### src/rtl/wb_ssram_if_pkg.sv
// ============================================================================
// wb_ssram_if_pkg : shared types and defaults for the SSRAM write buffer
// rev 1.0
// ============================================================================
`default_nettype none

package wb_ssram_if_pkg;

  localparam int WBUF_DEPTH_DEF = 4;

  typedef enum logic [3:0] {
    M_IDLE  = 4'b0001,
    M_WRITE = 4'b0010,
    M_READ  = 4'b0100,
    M_GAP   = 4'b1000
  } m_state_t;

  typedef struct packed {
    logic [31:0] adr;
    logic [31:0] dat;
    logic [3:0]  sel;
  } wbuf_entry_t;

  localparam int WBUF_DW = $bits(wbuf_entry_t);

endpackage

`default_nettype wire

### src/rtl/wb_ssram_wbuf_fifo.sv
// ============================================================================
// wb_ssram_wbuf_fifo : synchronous FIFO holding posted write entries
// rev 1.0
// ============================================================================
`default_nettype none

module wb_ssram_wbuf_fifo
  import wb_ssram_if_pkg::*;
#(
  parameter int DEPTH = WBUF_DEPTH_DEF,
  parameter int WIDTH = WBUF_DW
) (
  input  logic                     clk,
  input  logic                     rst,
  input  logic                     push,
  input  logic [WIDTH-1:0]         wr_data,
  input  logic                     pop,
  output logic [WIDTH-1:0]         rd_data,
  output logic                     full,
  output logic                     empty,
  output logic [$clog2(DEPTH):0]   level
);

  localparam int AW = $clog2(DEPTH);
  localparam int LW = AW + 1;

  logic [WIDTH-1:0] r_mem [DEPTH];
  logic [AW-1:0]    r_wptr;
  logic [AW-1:0]    r_rptr;
  logic [LW-1:0]    r_level;
  logic             w_push;
  logic             w_pop;

  assign full    = (r_level == LW'(DEPTH));
  assign empty   = (r_level == '0);
  assign level   = r_level;
  assign rd_data = r_mem[r_rptr];

  // Protect the pointers from a caller that pushes full or pops empty.
  assign w_push = push & ~full;
  assign w_pop  = pop & ~empty;

  always_ff @(posedge clk or posedge rst) begin
    if (rst) begin
      r_wptr  <= '0;
      r_rptr  <= '0;
      r_level <= '0;
    end else begin
      if (w_push) r_wptr <= r_wptr + AW'(1);
      if (w_pop)  r_rptr <= r_rptr + AW'(1);
      case ({w_push, w_pop})
        2'b10:   r_level <= r_level + LW'(1);
        2'b01:   r_level <= r_level - LW'(1);
        default: r_level <= r_level;
      endcase
    end
  end

  always_ff @(posedge clk) begin
    if (w_push) r_mem[r_wptr] <= wr_data;
  end

endmodule

`default_nettype wire

### src/rtl/wb_ssram_wbuf.sv
// ============================================================================
// wb_ssram_wbuf : Wishbone posted-write buffer in front of an SSRAM port
// rev 1.0
// ============================================================================
`default_nettype none

module wb_ssram_wbuf
  import wb_ssram_if_pkg::*;
#(
  parameter int DEPTH = WBUF_DEPTH_DEF
) (
  input  logic                   clk,
  input  logic                   rst,
  input  logic [31:0]            s_adr,
  input  logic [31:0]            s_din,
  input  logic [3:0]             s_sel,
  input  logic                   s_we,
  input  logic                   s_cyc,
  input  logic                   s_stb,
  output logic [31:0]            s_dout,
  output logic                   s_ack,
  output logic                   s_err,
  output logic                   s_rty,
  output logic [31:0]            m_adr,
  output logic [31:0]            m_dout,
  output logic [3:0]             m_sel,
  output logic                   m_we,
  output logic                   m_cyc,
  output logic                   m_stb,
  input  logic [31:0]            m_din,
  input  logic                   m_ack,
  input  logic                   m_err,
  input  logic                   m_rty,
  output logic [$clog2(DEPTH):0] wbuf_level,
  output logic                   wbuf_err
);

  m_state_t    r_state;
  wbuf_entry_t w_wr_entry;
  wbuf_entry_t w_head;
  logic        w_req;
  logic        w_push;
  logic        w_pop;
  logic        w_rd_pend;
  logic        w_full;
  logic        w_empty;
  logic        w_unused;

  // A request whose response is on the bus this cycle must not be seen again.
  assign w_req      = s_cyc & s_stb & ~s_ack & ~s_err;
  assign w_push     = w_req & s_we & ~w_full;
  assign w_rd_pend  = w_req & ~s_we;
  assign w_pop      = (r_state == M_WRITE) & (m_ack | m_err);
  assign w_wr_entry = '{adr: s_adr, dat: s_din, sel: s_sel};

  assign s_rty    = 1'b0;
  assign w_unused = m_rty;

  wb_ssram_wbuf_fifo #(
    .DEPTH (DEPTH),
    .WIDTH (WBUF_DW)
  ) u_fifo (
    .clk     (clk),
    .rst     (rst),
    .push    (w_push),
    .wr_data (w_wr_entry),
    .pop     (w_pop),
    .rd_data (w_head),
    .full    (w_full),
    .empty   (w_empty),
    .level   (wbuf_level)
  );

  always_ff @(posedge clk or posedge rst) begin
    if (rst) begin
      r_state  <= M_IDLE;
      s_ack    <= 1'b0;
      s_err    <= 1'b0;
      s_dout   <= '0;
      m_adr    <= '0;
      m_dout   <= '0;
      m_sel    <= '0;
      m_we     <= 1'b0;
      m_cyc    <= 1'b0;
      m_stb    <= 1'b0;
      wbuf_err <= 1'b0;
    end else begin
      s_ack  <= w_push;
      s_err  <= 1'b0;
      s_dout <= '0;
      case (r_state)
        M_IDLE: begin
          if (!w_empty) begin
            m_cyc   <= 1'b1;
            m_stb   <= 1'b1;
            m_we    <= 1'b1;
            m_adr   <= w_head.adr;
            m_dout  <= w_head.dat;
            m_sel   <= w_head.sel;
            r_state <= M_WRITE;
          end else if (w_rd_pend) begin
            m_cyc   <= 1'b1;
            m_stb   <= 1'b1;
            m_we    <= 1'b0;
            m_adr   <= s_adr;
            m_dout  <= '0;
            m_sel   <= s_sel;
            r_state <= M_READ;
          end
        end
        M_WRITE, M_READ: begin
          if (m_ack || m_err) begin
            m_cyc  <= 1'b0;
            m_stb  <= 1'b0;
            m_we   <= 1'b0;
            m_adr  <= '0;
            m_dout <= '0;
            m_sel  <= '0;
            // A failed posted write has no requester left to tell; flag it sticky.
            if (r_state == M_WRITE) begin
              if (m_err) wbuf_err <= 1'b1;
            end else if (m_err) begin
              s_err <= 1'b1;
            end else begin
              s_ack  <= 1'b1;
              s_dout <= m_din;
            end
            r_state <= M_GAP;
          end
        end
        M_GAP:   r_state <= M_IDLE;
        default: r_state <= M_IDLE;
      endcase
    end
  end

endmodule

`default_nettype wire

### config.mk
export PLATFORM = sky130hd
export DESIGN_NAME = wb_ssram_wbuf
export DESIGN_NICKNAME = d
export VERILOG_FILES = /design/src/rtl/wb_ssram_if_pkg.sv /design/src/rtl/wb_ssram_wbuf_fifo.sv /design/src/rtl/wb_ssram_wbuf.sv
export SDC_FILE = /design/constraint.sdc
export NUM_CORES = 1
export LEC_CHECK = 0
export CORE_ASPECT_RATIO = 1.2
export CORE_MARGIN = 8
export CORE_UTILIZATION = 30
export CTS_CLUSTER_DIAMETER = 120
export DETAILED_ROUTE_END_ITERATION = 16
export GPL_TIMING_DRIVEN = 0
export SKIP_CTS_REPAIR_TIMING = 1
export SYNTH_ARGS = -nofsm -noshare
export SYNTH_HDL_FRONTEND = slang
export SYNTH_HIERARCHICAL = 1
export SYNTH_SLANG_ARGS = --single-unit
### constraint.sdc
create_clock -name clk -period 6.7 [get_ports clk]
set_input_delay 1.34 -clock clk [delete_from_list [all_inputs] [get_ports clk]]
set_output_delay 1.34 -clock clk [all_outputs]
set_load 0.005 [all_outputs]
* Word-level counts from Yosys, hierarchy flattened
Memories as Yosys holds them, arrays and structs flattened. Index checks and enable logic that the tools add are counted. Widths: inputs -> output; s select.
Word-level totals: output and inout port bits 110, word-level logic and storage cells 86, RAM bits 272, memories 1, bits in registers 116
Cells by class: bitwise operators 15, eq/ne operators 8, reduce and logical (&&, ||, !) cells 8, muxes and demuxes 37, $add $sub $neg 4
Memory list:
- u_fifo.r_mem | depth 4, bits a word 68, read ports 1, clocked after memory_dff 0, wr ports 1, RTL line wb_ssram_wbuf_fifo.sv:27 | logic [WIDTH-1:0] r_mem [DEPTH];
Operators with widths (number):
- $mux 32 | 9
- $pmux 32 s2 | 2
- $mux 4 | 6
- $pmux 4 s2 | 2
- $mux 1 | 15
- $and 1x1->1 | 9
- $pmux 3 s2 | 1
- $not 1->1 | 5
- $add 2x1->2 const B | 2
- $eq 4x1->1 const B | 1
- $eq 4x2->1 const B | 1
- $eq 4x3->1 const B | 1
- $pmux 1 s2 | 2
- $reduce_and 4->1 | 1
- $reduce_bool 2->1 | 2
- $add 3x1->3 const B | 1
- $eq 3x3->1 const B | 1
- $logic_not 3->1 | 1
- $ne 3x3->1 const B | 1
- $reduce_and 3->1 | 1
- $sub 3x1->3 const B | 1
- $eq 2x1->1 const B | 1
- $eq 2x2->1 const B | 1
- $ne 2x2->1 const B | 1
- other kinds (4) | 4

* Depth between registers and ports, before layout
Gate-level depths: netlist of the first run.
depth in word-level cells 9, depth in mapped cells 11, gate-level depth less buffers 10

* Hierarchy
The synthesis of the first run kept the hierarchy.
Modules (own cells, without submodules):
- wb_ssram_wbuf_fifo | area an instance 10321.1 µm², times used 1, cells an instance 394
- wb_ssram_wbuf | area an instance 5221.3 µm², times used 1, cells an instance 512

* Worst setup path after synthesis of the first run
No wires, ideal clock.
path type input port to flip-flop, start in s_cyc, end mem u_fifo/r_mem[0][0] (netlist name) (enable), cell stages on the path 4, setup slack 2.731 ns, required time 6.267 ns, library setup time 0.433 ns, arrival 3.536 ns, path through nand4bb_1 nor3_1 nor2b_2 and2_1
Between the ends: longest elaborated chain between the ends 8
RTL lines:
- start: declaration | RTL line wb_ssram_wbuf.sv:18 | input logic s_cyc,
- $and 1x1->1 (3 in a row) | RTL line wb_ssram_wbuf.sv:50 | assign w_req = s_cyc & s_stb & ~s_ack & ~s_err;
- $and 1x1->1 (2 in a row) | RTL line wb_ssram_wbuf.sv:51 | assign w_push = w_req & s_we & ~w_full;
- named net w_push | RTL line wb_ssram_wbuf.sv:42 | logic w_push;
- $and 1x1->1 | RTL line wb_ssram_wbuf_fifo.sv:40 | assign w_push = push & ~full;
- $mux 1 | RTL line wb_ssram_wbuf_fifo.sv:60 | if (w_push) r_mem[r_wptr] <= wr_data;
- $mux 1 (implied by the code) | RTL line wb_ssram_wbuf_fifo.sv:60
- end: declaration | RTL line wb_ssram_wbuf_fifo.sv:27
The timed path passes the listed nets, and every way through them passes these cells.

* Final worst setup path of the first run
start in s_we, end mem u_fifo/r_mem[0][13] (netlist name) (enable)
Between the ends: longest elaborated chain between the ends 5
RTL lines:
- start: declaration | RTL line wb_ssram_wbuf.sv:17 | input logic s_we,
- $and 1x1->1 (2 in a row) | RTL line wb_ssram_wbuf.sv:51
- named net w_push | RTL line wb_ssram_wbuf.sv:42
- $and 1x1->1 | RTL line wb_ssram_wbuf_fifo.sv:40
- $mux 1 | RTL line wb_ssram_wbuf_fifo.sv:60
- $mux 1 (implied by the code) | RTL line wb_ssram_wbuf_fifo.sv:60
The timed path passes the listed nets, and every way through them passes these cells.

==> results of run 1 <==
synth_stat cells (all sizes together), types with 3 or more instances:
master / instances
nor2: 43
inv: 11
edfxtp: 272
o21ai: 5
buf: 33
mux4: 68
o211ai: 70
ha: 5
nand2: 70
mux2i: 37
dfrtp: 115
xnor2: 4
xor2: 3
clkbuf: 34
and2: 36
nor3: 3
a22oi: 68
flip-flops by register name (all words and copies together) (netlist names), 2 cells and up:
name and cells:
u_fifo/r_wptr 2, u_fifo/r_rptr 2, m_sel 4, u_fifo/level 3
s_dout 32, r_state 4, m_dout 32, m_adr 32
u_fifo/r_mem 272
critical path, stage by stage:
cell,delay [ns]
clkdlybuf4s50_1,0.54
inv_1,0.12
nor3_1,0.28
nor2b_2,0.41
and2_4,0.64
buf_16,0.33
cell families (layout without fill, tap and decap cells):
logic type | count (synthesis) | in the layout | synth area share (%)
and+or+nand+nor | 168 | 168 | 5.19
adders and majority gates | 6 | 6 | 0.531
other | 1 | 4 | 0.0241
buffers and inverters | 78 | 378 | 3.06
xor gates and xnor gates | 7 | 7 | 0.394
muxes | 106 | 106 | 12.3
DFF | 388 | 388 | 71.2
AOI/OAI and AO/OA | 152 | 152 | 7.25
cell usage in the layout (no fill, tap or decap), types with 5 or more instances in the layout:
| cell type | n |
|---|---|
| inv_1 | 10 |
| clkbuf_8 | 7 |
| buf_4 | 6 |
| edfxtp_1 | 272 |
| clkbuf_16 | 44 |
| buf_2 | 13 |
| buf_16 | 5 |
| dfrtp_1 | 115 |
| mux4_2 | 68 |
| mux2i_1 | 37 |
| a22oi_1 | 68 |
| buf_12 | 7 |
| o211ai_1 | 70 |
| and2_1 | 32 |
| nor2_1 | 43 |
| ha_1 | 5 |
| clkdlybuf4s50_1 | 215 |
| nand2_1 | 70 |
| clkbuf_1 | 50 |
final cells by class:
cell class                 count  area [µm²]  share of cell area, %
antenna                        3        7.51                 0.0373
buffer                        67         434                   2.16
clock buffer                  67        1260                   6.24
clock inverter                13         161                  0.801
inverter                      11        46.3                  0.230
multi-input combinational    440        4010                   19.9
sequential                   388       11100                   55.0
tap                          697         872                   4.33
timing repair buffer         220        2290                   11.4
through the flow:
| stage | instances | setup slack [ns] | cell area (µm²) | hold WS (ns) |
|---|---|---|---|---|
| after floorplan | 906 | 2.49 | 15500 | 0.451 |
| final | 1906 | 3.27 | 20100 | 0.536 |
| after detailed placement | 1823 | 2.64 | 18700 | 0.530 |
| after CTS | 1903 | 3.24 | 20100 | 0.545 |
| after global placement | 1818 | 0.275 | 18600 | 0.520 |
| after global routing | 1904 | 3.09 | 20100 | 0.553 |
worst max path at each step:
| stage | start | end | slack (ns) | cells after the start |
|---|---|---|---|---|
| after detailed placement | m_err | m_dout[1]$_DFFE_PP0P_ | 2.64 | 8 |
| final | s_we | u_fifo/r_mem[0][13]$_DFFE_PP_ | 3.27 | 6 |
| after global routing | m_err | m_dout[9]$_DFFE_PP0P_ | 3.09 | 8 |
| after floorplan | rst | m_adr[0]$_DFFE_PP0P_ | 2.49 | 1 |
| after global placement | rst | m_dout[29]$_DFFE_PP0P_ | 0.28 | 2 |
| after CTS | m_err | m_dout[1]$_DFFE_PP0P_ | 3.24 | 8 |
where the power goes:
group          internal [mW]  switching, mW  total (mW)
Combinational           1.37           1.38        2.75
Sequential              2.92          0.264        3.18
Clock                   1.41          0.938        2.35
layer usage:
| metal | up-vias | global-route usage [%] | share of wire (%) |
|---|---|---|---|
| met2 | 267 | 23.0 | 48 |
| li1 | 4072 | - | - |
| met3 | 63 | 4.10 | 6.6 |
| met5 | - | 0 | 0.065 |
| met1 | 4601 | 17.5 | 43 |
| met4 | 4 | 4.28 | 2.2 |
==> flow_summary.toml, run 1 <==
[timing]
skew_ns = 0.0179
tightest_slew_ns = 1.00
timing.final.hold_violations = 0
tns_ns = 0
setup_viol = 0
report.final.slew_viol_count = 0
rsz0062_at_grt = "false"
fin_crit_sh_pct = 51.2
fmax_mhz = 291
maxSlewHeadroom_pct = 32.8
finalCriticalPeriod_ns = 3.43

[cts]
clockBufferDepth = 3
cts_tree = "built"
htree_levels = 2
cts_sinks = 388
insertion_delay_ns = 0.56
cts-root-buf = "clkbuf_16"
cts_buffers = 43
clk_pin_slew_ns = 0.06

[floorplan]
initial_core_util_pct = 30.3
die_y_um = 265
pin_count = 218
fp-row-count = 91
coreArea_um2 = 51400
dieArea_um2 = 59400
fp.dieW_um = 224

[critical_path]
reg2reg_to = "u_fifo/level[2]$_DFFE_PP0P_"
critPathRequiredTime_ns = 6.94
path_class = "in2reg"
crit_path_end_kind = "register"
cp.arrival_ns = 3.67
rrSetupSlack_ns = 3.35
rr_worst_depth = 11
timing.rr.start = "r_state[2]$_DFFE_PP0P_"
crit_path_max_fanout = 37
worstSetupStartpointType = "input pin"

[logic_synthesis]
ys_async_sr_fraction_pct = 29.9
synth_edf_count = 272
avgSynthCellArea_um2 = 17.2
yosysWarnings = 6
synth_nets = 1020
synth_area_leaders = "edfxtp_1 53%, dfrtp_1 19%, mux4_2 9.9%, o211ai_1 3.4%, a22oi_1 3.3%"
synth_cells = 906
ys_ff_latch = 388
syn_area_um2 = 15500
yosysTopAreaCell = "edfxtp_1"
yosys_most_used_dff = "edfxtp_1"
ys_types = 46
ys_seq_area_share_pct = 71.2
synth_top_area_share_pct = 52.6

[drt]
wl_per_cell_um = 21.7
firstDrtPassIters = 4
vias = 9007
routed_wl_um = 41400
via_per_inst = 4.73
ant_nets = 0
drcViolationCount = 0
first_iter_violations = 526

[power]
vdd_ir_drop_max_v = 0.000269
p_leak_nw = 7.16
total_power_mw = 8.28
power_density_nw_per_um2 = 411

[cells_and_area]
synthToLayoutAreaGrowth_pct = 29.6
fill_cells = 4783
drive_above_1_share_pct = 14.9
postLayoutCoreUtil_pct = 39.2
final_nets = 1285

[global_routing]
grt.overflow.total = 0
grt_usage_pct = 13.9
grt_max_degree = 68
grt_pass1_vias = 9773
antenna_found_initial = 6
grt_pass1_wl_um = 62400

[placed_design]
gp_congestion = 0.768
port_buffers = 215
hpwlAfterDp_um = 27300

[status]
run_status = "completed"

[min_path]
worstHoldEndpoint = "m_dout[26]$_DFFE_PP0P_"
hp-start = "m_dout[26]$_DFFE_PP0P_"
hold_class = "reg2reg"
hold_depth = 2

[job]
drv_cap = 0
No activity file was read; power rests on OpenSTA's default activity.
==> inputs of run 2 (changes only) <==
clock period = 3.3 ns   (was 6.7 ns; I/O delays follow)
==> flow_summary.toml, run 2 (same netlist as run 1, synthesis figures left out) <==
[status]
run_status = "completed"

[global_routing]
grt_usage_pct = 13.7
grt_pass1_vias = 9772
grt_max_degree = 43
grt.overflow.total = 0
grt_pass1_wl_um = 61400
antenna_found_initial = 4

[cts]
cts_tree = "built"
clk_pin_slew_ns = 0.06
cts_sinks = 388
cts-root-buf = "clkbuf_16"
htree_levels = 2
cts_buffers = 42
insertion_delay_ns = 0.56
clockBufferDepth = 3

[critical_path]
worstSetupStartpointType = "register"
crit_path_max_fanout = 10
critPathRequiredTime_ns = 3.78
cp.arrival_ns = 3.36
crit_path_end_kind = "register"
path_class = "reg2reg"

[timing]
tightest_slew_ns = 0.988
timing.final.hold_violations = 0
skew_ns = 0.0214
fmax_mhz = 347
rsz0062_at_grt = "false"
finalCriticalPeriod_ns = 2.88
report.final.slew_viol_count = 0
maxSlewHeadroom_pct = 33.7
fin_crit_sh_pct = 87.4
timing.hold.ws_ns = 0.527
setup_viol = 0

[floorplan]
fp-row-count = 91
pin_count = 218
die_y_um = 265
coreArea_um2 = 51400
dieArea_um2 = 59400
fp.dieW_um = 224
initial_core_util_pct = 30.3

[power]
power_density_nw_per_um2 = 827
p_leak_nw = 7.17
vdd_ir_drop_max_v = 0.000568

[placed_design]
hpwlAfterDp_um = 27100
gp_congestion = 0.757
post_dp_cell_area_um2 = 18800
port_buffers = 215

[drt]
wl_per_cell_um = 21.4
drcViolationCount = 0
routed_wl_um = 40700
firstDrtPassIters = 5
via_per_inst = 4.76
vias = 9058
ant_nets = 0
first_iter_violations = 459

[cells_and_area]
drive_above_1_share_pct = 15.6
final_cell_mix = "272 x edfxtp_1, 215 x clkdlybuf4s50_1, 115 x dfrtp_1"
regMostFlops = "u_fifo/r_mem"
fill_cells = 4774
synthToLayoutAreaGrowth_pct = 29.5
design_area_um2 = 20100
layout_commonest_cell = "edfxtp_1"
largest_reg_flops = 272
final_nets = 1285

[job]
drv_cap = 0

[min_path]
hold_class = "in2async"
## run 2: cell types whose count changed in the layout (fill, tap and decap cells not counted), moves of 2 or more
cell	previous run	this run
clkbuf_1	50	40
clkinv_2	3	9
clkinv_4	1	4
buf_12	7	9
bufinv_16	3	1
clkbuf_8	7	5
clkinv_1	2	4
## run 2: metal layers
metal  global-route usage [%]  part of all wire (%)  vias to the layer above
li1                         -                     -                     4073
met1                     16.4                    41                     4641
met2                     23.5                    50                      279
met3                     4.11                   6.8                       63
met4                     4.22                   2.4                        2
met5                        0                 0.032                        -
## run 2: final cells by class
cell class | count | area (µm²) | area share [%]
Antenna cell | 2 | 5.00 | 0.0249
Tap cell | 697 | 872 | 4.33
Sequential cell | 388 | 11100 | 55.0
Clock inverter | 20 | 141 | 0.702
Clock buffer | 58 | 1220 | 6.08
Multi-Input combinational cell | 440 | 4010 | 19.9
Inverter | 11 | 45.0 | 0.224
Timing Repair Buffer | 222 | 2330 | 11.6
Buffer | 66 | 432 | 2.14
## run 2: path summary, 6_finish.rpt
kind                                                end                    from  slack [ns]  cells after the start
max in group asynchronous         m_dout[8]$_DFFE_PP0P_                     rst        1.76                      4
max reg2reg                 u_fifo/level[2]$_DFFE_PP0P_  r_state[2]$_DFFE_PP0P_        0.42                     10
min in group clk                  m_adr[30]$_DFFE_PP0P_   m_adr[30]$_DFFE_PP0P_        0.53                      2
max                         u_fifo/level[2]$_DFFE_PP0P_  r_state[2]$_DFFE_PP0P_        0.42                     10
min reg2reg                       m_adr[30]$_DFFE_PP0P_   m_adr[30]$_DFFE_PP0P_        0.53                      2
min                        u_fifo/r_rptr[0]$_DFFE_PP0P_                     rst        0.53                      2
## run 2: critical path: stages (launching register included)
cell and delay (ns):
dfrtp_1 0.45, or2_2 0.47, buf_2 0.27, nor3_2 0.31, o31a_1 0.25, ha_1 0.20, inv_1 0.06, fa_1 0.37
xor2_1 0.15, nor2_1 0.11, xor2_1 0.15
## run 2: power by group
group / internal [mW] / leakage (nW) / switching (mW)
combinational: 2.79 / 2.55 / 2.80
sequential: 5.93 / 3.94 / 0.520
clock: 2.69 / 0.677 / 1.92
## run 2: through the flow
stage | worst slack (ns) | instances | setup TNS [ns] | utilization, % | power (mW)
floorplan | 0.0111 | 906 | 0 | - | 9.85
global placement | -2.34 | 1818 | -652.55 | 36.2 | 12.1
finish | 0.417 | 1904 | 0 | 39.2 | 16.6
CTS | -0.111 | 1903 | -0.111 | 39.2 | 17.0
detailed placement | -0.116 | 1825 | -1.08 | 36.5 | 12.3
global route | 0.155 | 1902 | 0 | 39.2 | 17.6
==> inputs of run 3 (changes only) <==
CORE_UTILIZATION = 35   (was 30)
CTS_CLUSTER_DIAMETER = unset   (was 120)
PLACE_DENSITY_LB_ADDON = 0.25   (was unset)
==> flow_summary.toml, run 3 (same netlist as run 1, synthesis figures left out) <==
[critical_path]
critPathRequiredTime_ns = 3.77
cp.arrival_ns = 3.33
crit_end = "u_fifo/level[2]$_DFFE_PP0P_"
timing.rr.start = "r_state[2]$_DFFE_PP0P_"
crit_top_cell = "xor2_1"
crit_path_end_kind = "register"
reg2reg_to = "u_fifo/level[2]$_DFFE_PP0P_"
rr_worst_depth = 10
cp_cell_sequence = "or2_2, buf_2, nor3_2, o31a_1, ha_1, inv_1, fa_1, xor2_1, nor2_1, xor2_1"
cp_slowest_cell = "dfrtp_1"
rrSetupSlack_ns = 0.44
path_class = "reg2reg"
crit_path_max_fanout = 10
startpoint = "r_state[2]$_DFFE_PP0P_"
worstSetupStartpointType = "register"
critPathMaxStageDelay_ns = 0.46

[floorplan]
coreArea_um2 = 43800
die_y_um = 247
dieArea_um2 = 51400
initial_core_util_pct = 35.5
fp.dieW_um = 208
pin_count = 218
fp-row-count = 84

[cells_and_area]
layout_commonest_cell = "edfxtp_1"
final_cell_count_no_fill = 1765
final_nets = 1284
regMostFlops = "u_fifo/r_mem"
largest_reg_flops = 272
final_cell_mix = "272 x edfxtp_1, 215 x clkdlybuf4s50_1, 115 x dfrtp_1"
synthToLayoutAreaGrowth_pct = 28.3
drive_above_1_share_pct = 15.2

[cts]
cts-root-buf = "clkbuf_16"
cts_tree = "built"
clk_pin_slew_ns = 0.06
htree_levels = 2
insertion_delay_ns = 0.55
clockBufferDepth = 3
cts_buffers = 41
cts_sinks = 388

[power]
clkPwrFrac_pct = 27.6
vdd_ir_drop_max_v = 0.000519
switching_power_mw = 5.17
power_density_nw_per_um2 = 831
power_frac_seq_pct = 38.9
combinationalPowerShare_pct = 33.5
internal_power_mw = 11.4
p_leak_nw = 7.14
swShare_pct = 31.2

[global_routing]
antenna_found_initial = 6
grt_pass1_wl_um = 61200
grt_pass1_vias = 9767
grt_max_degree = 45
grt_usage_pct = 15.7
grt.overflow.total = 0

[status]
run_status = "completed"

[placed_design]
hpwlAfterDp_um = 26200
port_buffers = 215
place_inst = 1687
gp_congestion = 0.761

[timing]
fin_crit_sh_pct = 86.6
report.final.slew_viol_count = 0
rsz0062_at_grt = "false"
timing.final.hold_violations = 0
finalCriticalPeriod_ns = 2.86
skew_ns = 0.0176
setup_viol = 0
tightest_slew_ns = 0.960
timing.hold.ws_ns = 0.534
maxSlewHeadroom_pct = 35.5
fmax_mhz = 350

[job]
drv_cap = 0

[drt]
routed_wl_um = 40300
vias = 9012
ant_nets = 0
via_per_inst = 5.11
firstDrtPassIters = 4
first_iter_violations = 492
wl_per_cell_um = 22.8
drcViolationCount = 0

[min_path]
hold_class = "in2async"
==> run 3: routing by layer <==
metal  wire length (µm)  share of wire [%]  track usage (%)  vias to the layer above
met4                852                2.1             4.49                        8
met2              19700                 49             26.3                      280
met5                 48               0.12                0                        -
met1              17100                 42             19.6                     4583
li1                   -                  -                -                     4078
met3               2640                6.6             4.78                       63
==> run 3: power groups by stage <==
stage / clock, mW / combinational, mW / sequential, mW
4_1_cts: 4.73 / 5.71 / 6.46
5_1_grt: 4.90 / 6.15 / 6.53
2_1_floorplan: 0 / 3.42 / 6.43
3_5_place_dp: 0 / 5.68 / 6.55
6_report: 4.57 / 5.56 / 6.45
3_3_place_gp: 0 / 5.60 / 6.56
==> run 3: area by class of cell <==
cell class	count	area [µm²]
diodes	3	7.51
plain buffers	66	432
clock buffers	59	1200
clock inverters	17	143
fillers	3832	23900
inverters	11	45.0
multi-input cells	440	4010
flip-flops and latches	388	11100
well taps	559	699
repair buffers	222	2330
==> run 3: how the worst min path moves through the flow <==
stage          slack [ns]                            to              startpoint
2_1_floorplan        0.45          wbuf_err$_DFFE_PP0P_    wbuf_err$_DFFE_PP0P_
3_3_place_gp         0.51        m_dout[30]$_DFFE_PP0P_  m_dout[30]$_DFFE_PP0P_
3_5_place_dp         0.52          wbuf_err$_DFFE_PP0P_    wbuf_err$_DFFE_PP0P_
4_1_cts              0.53  u_fifo/r_wptr[0]$_DFFE_PP0P_                     rst
5_1_grt              0.54  u_fifo/r_rptr[1]$_DFFE_PP0P_                     rst
6_report             0.53  u_fifo/r_rptr[0]$_DFFE_PP0P_                     rst
==> run 3: critical path: cells and delay by family (launching register included) <==
| family | cells | cell delay [ns] |
|---|---|---|
| flops | 1 | 0.46 |
| compound gates | 1 | 0.25 |
| xor+xnor | 2 | 0.30 |
| buf+inv | 2 | 0.31 |
| fa+ha+maj | 2 | 0.57 |
| simple gates | 3 | 0.88 |
==> run 3: stage by stage <==
stage               TNS [ns]  utilization [%]  area, µm²  total power, mW  setup slack (ns)
floorplan                  0                -      15500             9.85            0.0111
global route               0             45.5      19900             17.6             0.173
finish                     0             45.5      19900             16.6             0.443
CTS                  -0.0537             45.5      19900             16.9           -0.0537
global placement     -655.05             42.0      18400             12.2             -2.36
detailed placement   -0.0178             42.4      18600             12.2           -0.0178
